<file path="src/rtl/add_sched_if.sv">
// ============================================================================
//  add_sched_if : bias stream from the sequencer to the add unit.
//  Rev 1.0
// ============================================================================
`default_nettype none

interface add_sched_if #(
  parameter int QW = 4,
  parameter int XW = 32
);
  logic [QW-1:0][XW-1:0] bias_data;
  logic                  bias_valid;
  logic                  bias_ready;

  modport master (
    output bias_data,
    output bias_valid,
    input  bias_ready
  );

  modport slave (
    input  bias_data,
    input  bias_valid,
    output bias_ready
  );
endinterface

`default_nettype wire

</file>
<file path="src/rtl/add_sched.sv">
// ============================================================================
//  add_sched : per-layer bias sequencer; streams one latched bias vector per pixel
//  and counts add-unit output handshakes to detect layer completion.  Rev 1.0
// ============================================================================
`default_nettype none

module add_sched #(
  parameter int MAX_PIX = 4096,
  parameter int QW      = 4,
  parameter int XW      = 32,
  parameter int PW      = $clog2(MAX_PIX + 1)
) (
  input  wire logic                  clk,
  input  wire logic                  rstn,
  input  wire logic [QW-1:0][XW-1:0] cfg_bias_i,
  input  wire logic [PW-1:0]         cfg_npix_i,
  input  wire logic                  cfg_valid_i,
  output logic                       cfg_ready_o,
  input  wire logic                  start_i,
  input  wire logic                  flush_i,
  output logic                       busy_o,
  output logic                       done_o,
  add_sched_if.master                bias_if,
  input  wire logic                  sum_valid_i,
  input  wire logic                  sum_ready_i,
  output logic [PW-1:0]              pix_cnt_o,
  output logic                       err_o
);

  typedef enum logic [1:0] {
    S_IDLE = 2'd0,
    S_RUN  = 2'd1,
    S_DONE = 2'd2
  } state_t;

  state_t                state_q;
  logic [QW-1:0][XW-1:0] bias_q;
  logic [PW-1:0]         npix_q;
  logic                  loaded_q;
  logic [PW-1:0]         iss_cnt_q;
  logic [PW-1:0]         cmpl_cnt_q;
  logic [PW-1:0]         cmpl_cnt_d;
  logic                  done_q;
  logic                  err_q;

  logic w_cfg_fire;
  logic w_bias_valid;
  logic w_issue_fire;
  logic w_cmpl_fire;
  logic w_cmpl_ok;

  always_comb begin
    w_cfg_fire   = cfg_valid_i && (state_q == S_IDLE);
    w_bias_valid = (state_q == S_RUN) && (iss_cnt_q < npix_q);
    w_issue_fire = w_bias_valid && bias_if.bias_ready;
    w_cmpl_fire  = sum_valid_i && sum_ready_i;
    // A completion is only legal for a pixel whose bias has already gone out.
    w_cmpl_ok    = w_cmpl_fire && (state_q == S_RUN) && (cmpl_cnt_q < iss_cnt_q);
    cmpl_cnt_d   = cmpl_cnt_q + PW'(1);
  end

  always_ff @(posedge clk) begin
    if (!rstn) begin
      state_q    <= S_IDLE;
      bias_q     <= '0;
      npix_q     <= '0;
      loaded_q   <= 1'b0;
      iss_cnt_q  <= '0;
      cmpl_cnt_q <= '0;
      done_q     <= 1'b0;
      err_q      <= 1'b0;
    end else begin
      done_q <= 1'b0;
      if (w_cmpl_fire && !w_cmpl_ok) begin
        err_q <= 1'b1;
      end
      if (w_cfg_fire) begin
        bias_q   <= cfg_bias_i;
        npix_q   <= cfg_npix_i;
        loaded_q <= 1'b1;
      end
      if (flush_i) begin
        state_q    <= S_IDLE;
        iss_cnt_q  <= '0;
        cmpl_cnt_q <= '0;
      end else begin
        unique case (state_q)
          S_IDLE: begin
            // start_i sees the config registers as they were before this edge
            if (start_i && loaded_q) begin
              iss_cnt_q  <= '0;
              cmpl_cnt_q <= '0;
              if (npix_q == '0) begin
                state_q <= S_DONE;
                done_q  <= 1'b1;
              end else begin
                state_q <= S_RUN;
              end
            end
          end
          S_RUN: begin
            if (w_issue_fire) begin
              iss_cnt_q <= iss_cnt_q + PW'(1);
            end
            if (w_cmpl_ok) begin
              cmpl_cnt_q <= cmpl_cnt_d;
              if (cmpl_cnt_d == npix_q) begin
                state_q <= S_DONE;
                done_q  <= 1'b1;
              end
            end
          end
          S_DONE: begin
            state_q <= S_IDLE;
          end
          default: begin
            state_q <= S_IDLE;
          end
        endcase
      end
    end
  end

  assign cfg_ready_o        = (state_q == S_IDLE);
  assign busy_o             = (state_q != S_IDLE);
  assign done_o             = done_q;
  assign err_o              = err_q;
  assign pix_cnt_o          = cmpl_cnt_q;
  assign bias_if.bias_data  = bias_q;
  assign bias_if.bias_valid = w_bias_valid;

endmodule

`default_nettype wire

</file>
<file path="src/flat_wrapper.sv">
// flat-port wrapper written by rule: the top's interface ports become plain ports
module add_sched_flat 
#(
  parameter int MAX_PIX = 4096,
  parameter int QW      = 4,
  parameter int XW      = 32,
  parameter int PW      = $clog2(MAX_PIX + 1)
)
  (clk, rstn, cfg_bias_i, cfg_npix_i, cfg_valid_i, cfg_ready_o, start_i, flush_i, busy_o, done_o, sum_valid_i, sum_ready_i, pix_cnt_o, err_o, bias_if_bias_data, bias_if_bias_valid, bias_if_bias_ready);
  add_sched_if #(.QW(QW), .XW(XW)) bias_if_i ();
  input  wire logic clk;
  input  wire logic rstn;
  input  wire logic [QW-1:0][XW-1:0] cfg_bias_i;
  input  wire logic [PW-1:0] cfg_npix_i;
  input  wire logic cfg_valid_i;
  output logic cfg_ready_o;
  input  wire logic start_i;
  input  wire logic flush_i;
  output logic busy_o;
  output logic done_o;
  input  wire logic sum_valid_i;
  input  wire logic sum_ready_i;
  output logic [PW-1:0] pix_cnt_o;
  output logic err_o;
  output wire logic [$bits(bias_if_i.bias_data)-1:0] bias_if_bias_data;
  output wire logic [$bits(bias_if_i.bias_valid)-1:0] bias_if_bias_valid;
  input wire logic [$bits(bias_if_i.bias_ready)-1:0] bias_if_bias_ready;
  assign bias_if_bias_data = bias_if_i.bias_data;
  assign bias_if_bias_valid = bias_if_i.bias_valid;
  assign bias_if_i.bias_ready = bias_if_bias_ready;
  add_sched #(.MAX_PIX(MAX_PIX), .QW(QW), .XW(XW), .PW(PW)) u_core (.clk(clk), .rstn(rstn), .cfg_bias_i(cfg_bias_i), .cfg_npix_i(cfg_npix_i), .cfg_valid_i(cfg_valid_i), .cfg_ready_o(cfg_ready_o), .start_i(start_i), .flush_i(flush_i), .busy_o(busy_o), .done_o(done_o), .bias_if(bias_if_i), .sum_valid_i(sum_valid_i), .sum_ready_i(sum_ready_i), .pix_cnt_o(pix_cnt_o), .err_o(err_o));
endmodule
</file>
<file path="config.mk">
export PLATFORM = sky130hd
export DESIGN_NAME = add_sched_flat
export DESIGN_NICKNAME = d
export VERILOG_FILES = /design/src/rtl/add_sched_if.sv /design/src/rtl/add_sched.sv /design/src/flat_wrapper.sv
export SDC_FILE = /design/constraint.sdc
export NUM_CORES = 1
export LEC_CHECK = 0
export ABC_CLOCK_PERIOD_IN_PS = 4000
export CELL_PAD_IN_SITES_DETAIL_PLACEMENT = 1
export CELL_PAD_IN_SITES_GLOBAL_PLACEMENT = 1
export CORE_ASPECT_RATIO = 1.4
export CORE_MARGIN = 3
export CORE_UTILIZATION = 49
export DETAILED_ROUTE_END_ITERATION = 16
export DONT_BUFFER_PORTS = 1
export GPL_ROUTABILITY_DRIVEN = 0
export HOLD_SLACK_MARGIN = 0.15
export PLACE_DENSITY_LB_ADDON = 0.1
export REMOVE_ABC_BUFFERS = 1
export SLEW_MARGIN = 10
export SYNTH_ARGS = -nofsm -noshare
export SYNTH_HDL_FRONTEND = slang
export SYNTH_SLANG_ARGS = --single-unit
export TNS_END_PERCENT = 30
</file>
<file path="constraint.sdc">
create_clock -name clk -period 4 [get_ports clk]
set_input_delay 0.8 -clock clk [delete_from_list [all_inputs] [get_ports clk]]
set_output_delay 0.8 -clock clk [all_outputs]
set_load 0.01 [all_outputs]
</file>
==> metrics, run 1 <==
Synth Area per Inst=8.24 um^2; Placed Cells=1,064; XOR/XNOR Fraction of Synth Area=2.74%; Data arrival, critical path=3550 ps; minimum clock period after layout=3200 ps; CTS tree=built; unrepaired setup endpoints after global routing=no; mux contribution to synthesized area=0.261%; Synth Cell Area=7670 um^2; Initial Utilization=50.5%; Area growth syn-to-layout=8.34%; Global Route Usage Sum=25.7%; Tightest Hold Check Type=reg2reg; Routed Antenna Nets=0; clock buffer count from CTS=17; htree depth=4; Wirelength per Cell=20.7 um; number of flops mapped to enable cells by yosys=0; synth warn=0; Synth Area in Simple Gates=22.3%; Core Util, Final=54.7%; vias per inst=5.77; Critical Path RT=4360 ps; final cell count without fillers=1,096; total power=3.87 mW; pre-CTS WS=823 ps; total gr overflow=0; Post CTS Setup Buffer Count=0; clock slew at reported path FFs=70 ps; TNS Setup=0 ps; hold-fix buffer count after cts=0; Mapped Cells=930; pwr/cell area=465 nW/um^2; hpwl dp=16.3 mm; DRC viols=0; Worst-Margin Slew=1250 ps; port buffer count=0; pin count of the biggest net entering global routing=146; Detailed Route Iter0 Violations=381; first-pass GRT wire length=35.9 mm; Layout Nets=1,066; Compound-Gate Fraction of Synth Area=20.7%; CTS Buffer Depth=2; CORE AREA=15,200 um^2; initial antenna violation count=0; most common cell after layout, fill and taps aside=nand2_1; DR WL met2=12.2 mm; worst-path fanout max=9; IO Pins=295; Synth Flop Type=dfxtp_1; worst vdd rail ir drop=0.323 mV; Adder-Cell Fraction of Synth Area=4.24%; Final Skew=8.46 ps; Highest Signal Layer=met4; Die X=112 um; Seq cells post-synth=172; num rows=53; final period utilization=79.9%; Cell variety after synth=53; Max Slew Vio Count=0; TritonCTS Sinks=172; startpoint class of the critical path=flop; met3 WL=1.78 mm; Post-Route WL=22.6 mm; Placed Area=7690 um^2; die footprint=17,200 um^2; layout cell share with drive strength beyond 1=5.64%; clock network latency to the later pin of the worst-skew pair=420 ps; CP Capture Type=flop; ys async rst share=0%; vias=6,326; standby leakage power=3.17 nW; Hold WS=472 ps; Hold Fails Final Rpt=0; sequential cell area fraction in the yosys report=44.9%; CTS Root Cell=clkbuf_16; fmax=0.313 GHz; Post-CTS Resized=0; Setup Crit Path Kind=reg2reg; final setup fails=0; MaxCap Viol Count=0; largest family of logic cells by synthesized area=simple AND/OR/NAND/NOR gates; M1 WL=8.05 mm; vias in the first global route=6,940; outcome=complete, no violations; DRT Pass-1 Iters=4; Die Ht=154 um; Setup WS post-layout=802 ps; number of inserted diodes=0; Slew HR=16.3%; commonest cells after routing, fill and taps aside=nand2_1 (297), dfxtp_1 (172), a21boi_0 (142); Finished Cell Area=8310 um^2
[report_power, final]
| part | switching [mW] | leakage (nW) | internal [mW] | total [mW] |
|---|---|---|---|---|
| registers | 0.108 | 1.41 | 1.80 | 1.91 |
| clock network | 0.745 | 0.298 | 0.962 | 1.71 |
| logic | 0.157 | 1.46 | 0.0930 | 0.250 |
[sequential cells by signal, indices dropped and copies added (netlist names)]
name and cells:
u_core.npix_q 13, u_core.bias_if.bias_data 128, u_core.loaded_q 1, u_core.iss_cnt_q 13, u_core.done_o 1, u_core.pix_cnt_o 13
u_core.state_q 2, u_core.err_o 1
[kinds of logic (layout without fill, tap and decap cells)]
group                      Yosys count  in the layout
buffers and inverters               91             65
adders and majority gates           26             26
and+or+nand+nor                    402            402
muxes                                2              2
DFF                                172            172
AOI/OAI and AO/OA                  213            213
xor gates and xnor gates            24             24
[final cells by class]
type / count / area, um^2
Tap cell: 192 / 240
Fill cell: 1820 / 6880
Clock buffer: 18 / 439
Multi-Input combinational cell: 667 / 3860
Inverter: 29 / 109
Timing Repair Buffer: 4 / 42.5
Clock inverter: 14 / 174
Sequential cell: 172 / 3440
[synthesized netlist by cell type, types with 2 or more instances]
library cell	count	area share, %
a21oi_1	21	1.4
inv_1	29	1.4
o21ai_0	20	1.3
o21bai_1	2	0.20
a31oi_1	3	0.24
mux2i_1	2	0.26
nand2b_1	2	0.16
ha_1	26	4.2
a21boi_0	142	14
buf_2	12	0.78
o2111a_1	3	0.44
xnor2_1	14	1.6
buf_6	2	0.29
nand3_1	19	1.2
or4_1	3	0.29
nor4_1	4	0.33
or3_1	7	0.57
xor2_1	10	1.1
nand2_1	298	15
clkbuf_1	46	2.3
and3_1	11	0.90
o221a_2	2	0.29
nand3b_1	3	0.29
nor3_1	4	0.26
dfxtp_1	172	45
a211oi_1	3	0.29
a21oi_2	2	0.23
nor2b_1	4	0.33
a41oi_1	2	0.23
a2111oi_4	2	0.72
nor2_1	26	1.3
nand4_1	10	0.82
and4_1	4	0.46
[layer usage]
metal,track usage [%],up-vias
met4,9.28,0
li1,-,3032
met5,0,-
met2,47.3,230
met1,26.8,3012
met3,9.02,52
[critical path, cell delays in order (launching register included)]
cell	delay, ps
dfxtp_1	590
ha_1	440
and3b_1	220
o22ai_1	90
a2111oi_0	700
o21ai_0	280
a2111oi_2	520
o2111a_1	280
[final timing paths]
kind                            cells past startpoint                              from  slack (ps)                      endpoint
worst max register to register                      7  u_core.pix_cnt_o[0]$_SDFFE_PP0P_         800      u_core.done_o$_SDFF_PP0_
worst min register to register                      1      u_core.loaded_q$_SDFFE_PN0P_         470  u_core.loaded_q$_SDFFE_PN0P_
worst max-delay path                                7  u_core.pix_cnt_o[0]$_SDFFE_PP0P_         800      u_core.done_o$_SDFF_PP0_
worst min-delay path                                1      u_core.loaded_q$_SDFFE_PN0P_         470  u_core.loaded_q$_SDFFE_PN0P_
(Power assumes the default switching activity.)
==> inputs of run 2 (changes only) <==
ABC_CLOCK_PERIOD_IN_PS = 2600   (was 4000)
CORE_UTILIZATION = 41   (was 49)
clock period = 2.6 ns   (was 4 ns; I/O delays follow)
==> run 2 against run 1 <==
  * Non-clock buffer count up 32
  * Via count grew 3.1%
  * Register-to-register slack worse by 650 ps
  * Wire length is 7.9% higher
  * Clock power rose by 66%
  * Setup slack worse by 700 ps
  * Clock-buffer cell count is the same
  * Utilization fell by 6.5 points
  * Critical endpoint is now bias_if_bias_valid
==> metrics, run 2 (same netlist as run 1, synthesis figures left out) <==
vias per inst=5.55; total gr overflow=0; TritonCTS Sinks=172; Area growth syn-to-layout=14.1%; layout cell share with drive strength beyond 1=10.1%; most used routing layer=met2; Hold WS=224 ps; pwr/cell area=709 nW/um^2; vias=6,522; most common cell after layout, fill and taps aside=nand2_1; vias in the first global route=7,138; worst vdd rail ir drop=0.379 mV; Die X=122 um; MaxCap Viol Count=0; initial antenna violation count=0; minimum clock period after layout=2500 ps; IO Pins=295; Post-Route WL=24.4 mm; CP Capture Type=output pin; die footprint=20,400 um^2; clock network latency to the later pin of the worst-skew pair=430 ps; DRC viols=0; Initial Utilization=42.3%; Wirelength per Cell=20.8 um; Slew HR=47.1%; htree depth=4; unrepaired setup endpoints after global routing=yes; Setup WS post-layout=98.9 ps; clock slew at reported path FFs=70 ps; CORE AREA=18,100 um^2; clock buffer count from CTS=17; met1 GRT Util=23.2%; num rows=58; multi-input logic area=3920 um^2; number of inserted diodes=0; DRT Pass-1 Iters=4; startpoint class of the critical path=flop; CTS Root Cell=clkbuf_16; met3 usage=9.04%; Die Ht=168 um; pre-CTS WS=27.3 ps; R2R Setup Slk=150 ps; Max Slew Vio Count=0; first-pass GRT wire length=37.8 mm; commonest cells after routing, fill and taps aside=nand2_1 (297), dfxtp_1 (167), a21boi_0 (142); port buffer count=0; Routed Antenna Nets=0; fmax=0.400 GHz; total power=6.20 mW; CTS tree=built; final period utilization=96.2%; Data arrival, critical path=1980 ps; standby leakage power=3.36 nW; worst-path fanout max=3; Global Route Usage Sum=23.6%; Worst-Margin Slew=786 ps; Detailed Route Iter0 Violations=236; hpwl dp=18.2 mm; outcome=complete, no violations; Core Util, Final=48.2%; hold-fix buffer count after cts=0; max reg flops=128; Hold Fails Final Rpt=0; fillers=2,183; sequential cell area=3450 um^2; CTS Buffer Depth=2; TNS Setup=0 ps; Tightest Hold Check Type=in2reg; M2 GR Usage=43.1%; Final Skew=9.76 ps; pin count of the biggest net entering global routing=146; Setup Crit Path Kind=reg2out; final setup fails=0; Layout Nets=1,098; Critical Path RT=2080 ps
[run 2: worst paths after layout]
check	from	end	depth (start not counted)
max reg2reg	u_core.iss_cnt_q[11]$_SDFFE_PP0P_	u_core.pix_cnt_o[5]$_SDFFE_PP0P_	8
min reg2reg	u_core.loaded_q$_SDFFE_PN0P_	u_core.loaded_q$_SDFFE_PN0P_	1
max	u_core.npix_q[7]$_SDFFE_PN0P_	bias_if_bias_valid	6
min	cfg_bias_i[17]	u_core.bias_if.bias_data[17]$_SDFFE_PN0P_	2
[run 2: per-layer routing]
layer	wire length (um)	vias up	part of all wire, %
met5	0	-	0
met4	1010	0	4.1
met3	2050	63	8.4
met2	13000	225	53
met1	8370	3140	34
li1	-	3094	-
[run 2: cell type report]
type	instances	area share, %
Multi-Input combinational cell	667	44.8
Sequential cell	172	39.4
Clock buffer	18	4.91
Timing Repair Buffer	36	3.66
Tap cell	240	3.43
Clock inverter	14	2.55
Inverter	29	1.24
[run 2: through the flow]
step	std cells	area, um^2
6_report	1176	8750
5_1_grt	1176	8750
4_1_cts	1175	8690
3_5_place_dp	1142	8020
3_3_place_gp	1142	8020
2_1_floorplan	868	7400
[run 2: repair_timing]
| item | CTS | global route |
|---|---|---|
| setup endpoints to repair | 1 | 10 |
| pin swaps | 1 | 4 |
| setup buffers | 1 | 1 |
| gates resized for setup | 4 | 15 |
[run 2: worst max-delay path: stages, from the launching register on]
cell and delay, ps:
dfxtp_1 440, inv_1 100, ha_1 300, nand3_1 100, a211oi_2 280, o21ai_2 100, and3_2 230
[run 2: report_power, final]
group | internal, mW | leakage [nW] | switching, mW
clock | 1.65 | 0.312 | 1.18
sequential | 2.77 | 1.41 | 0.165
combinational | 0.172 | 1.64 | 0.261
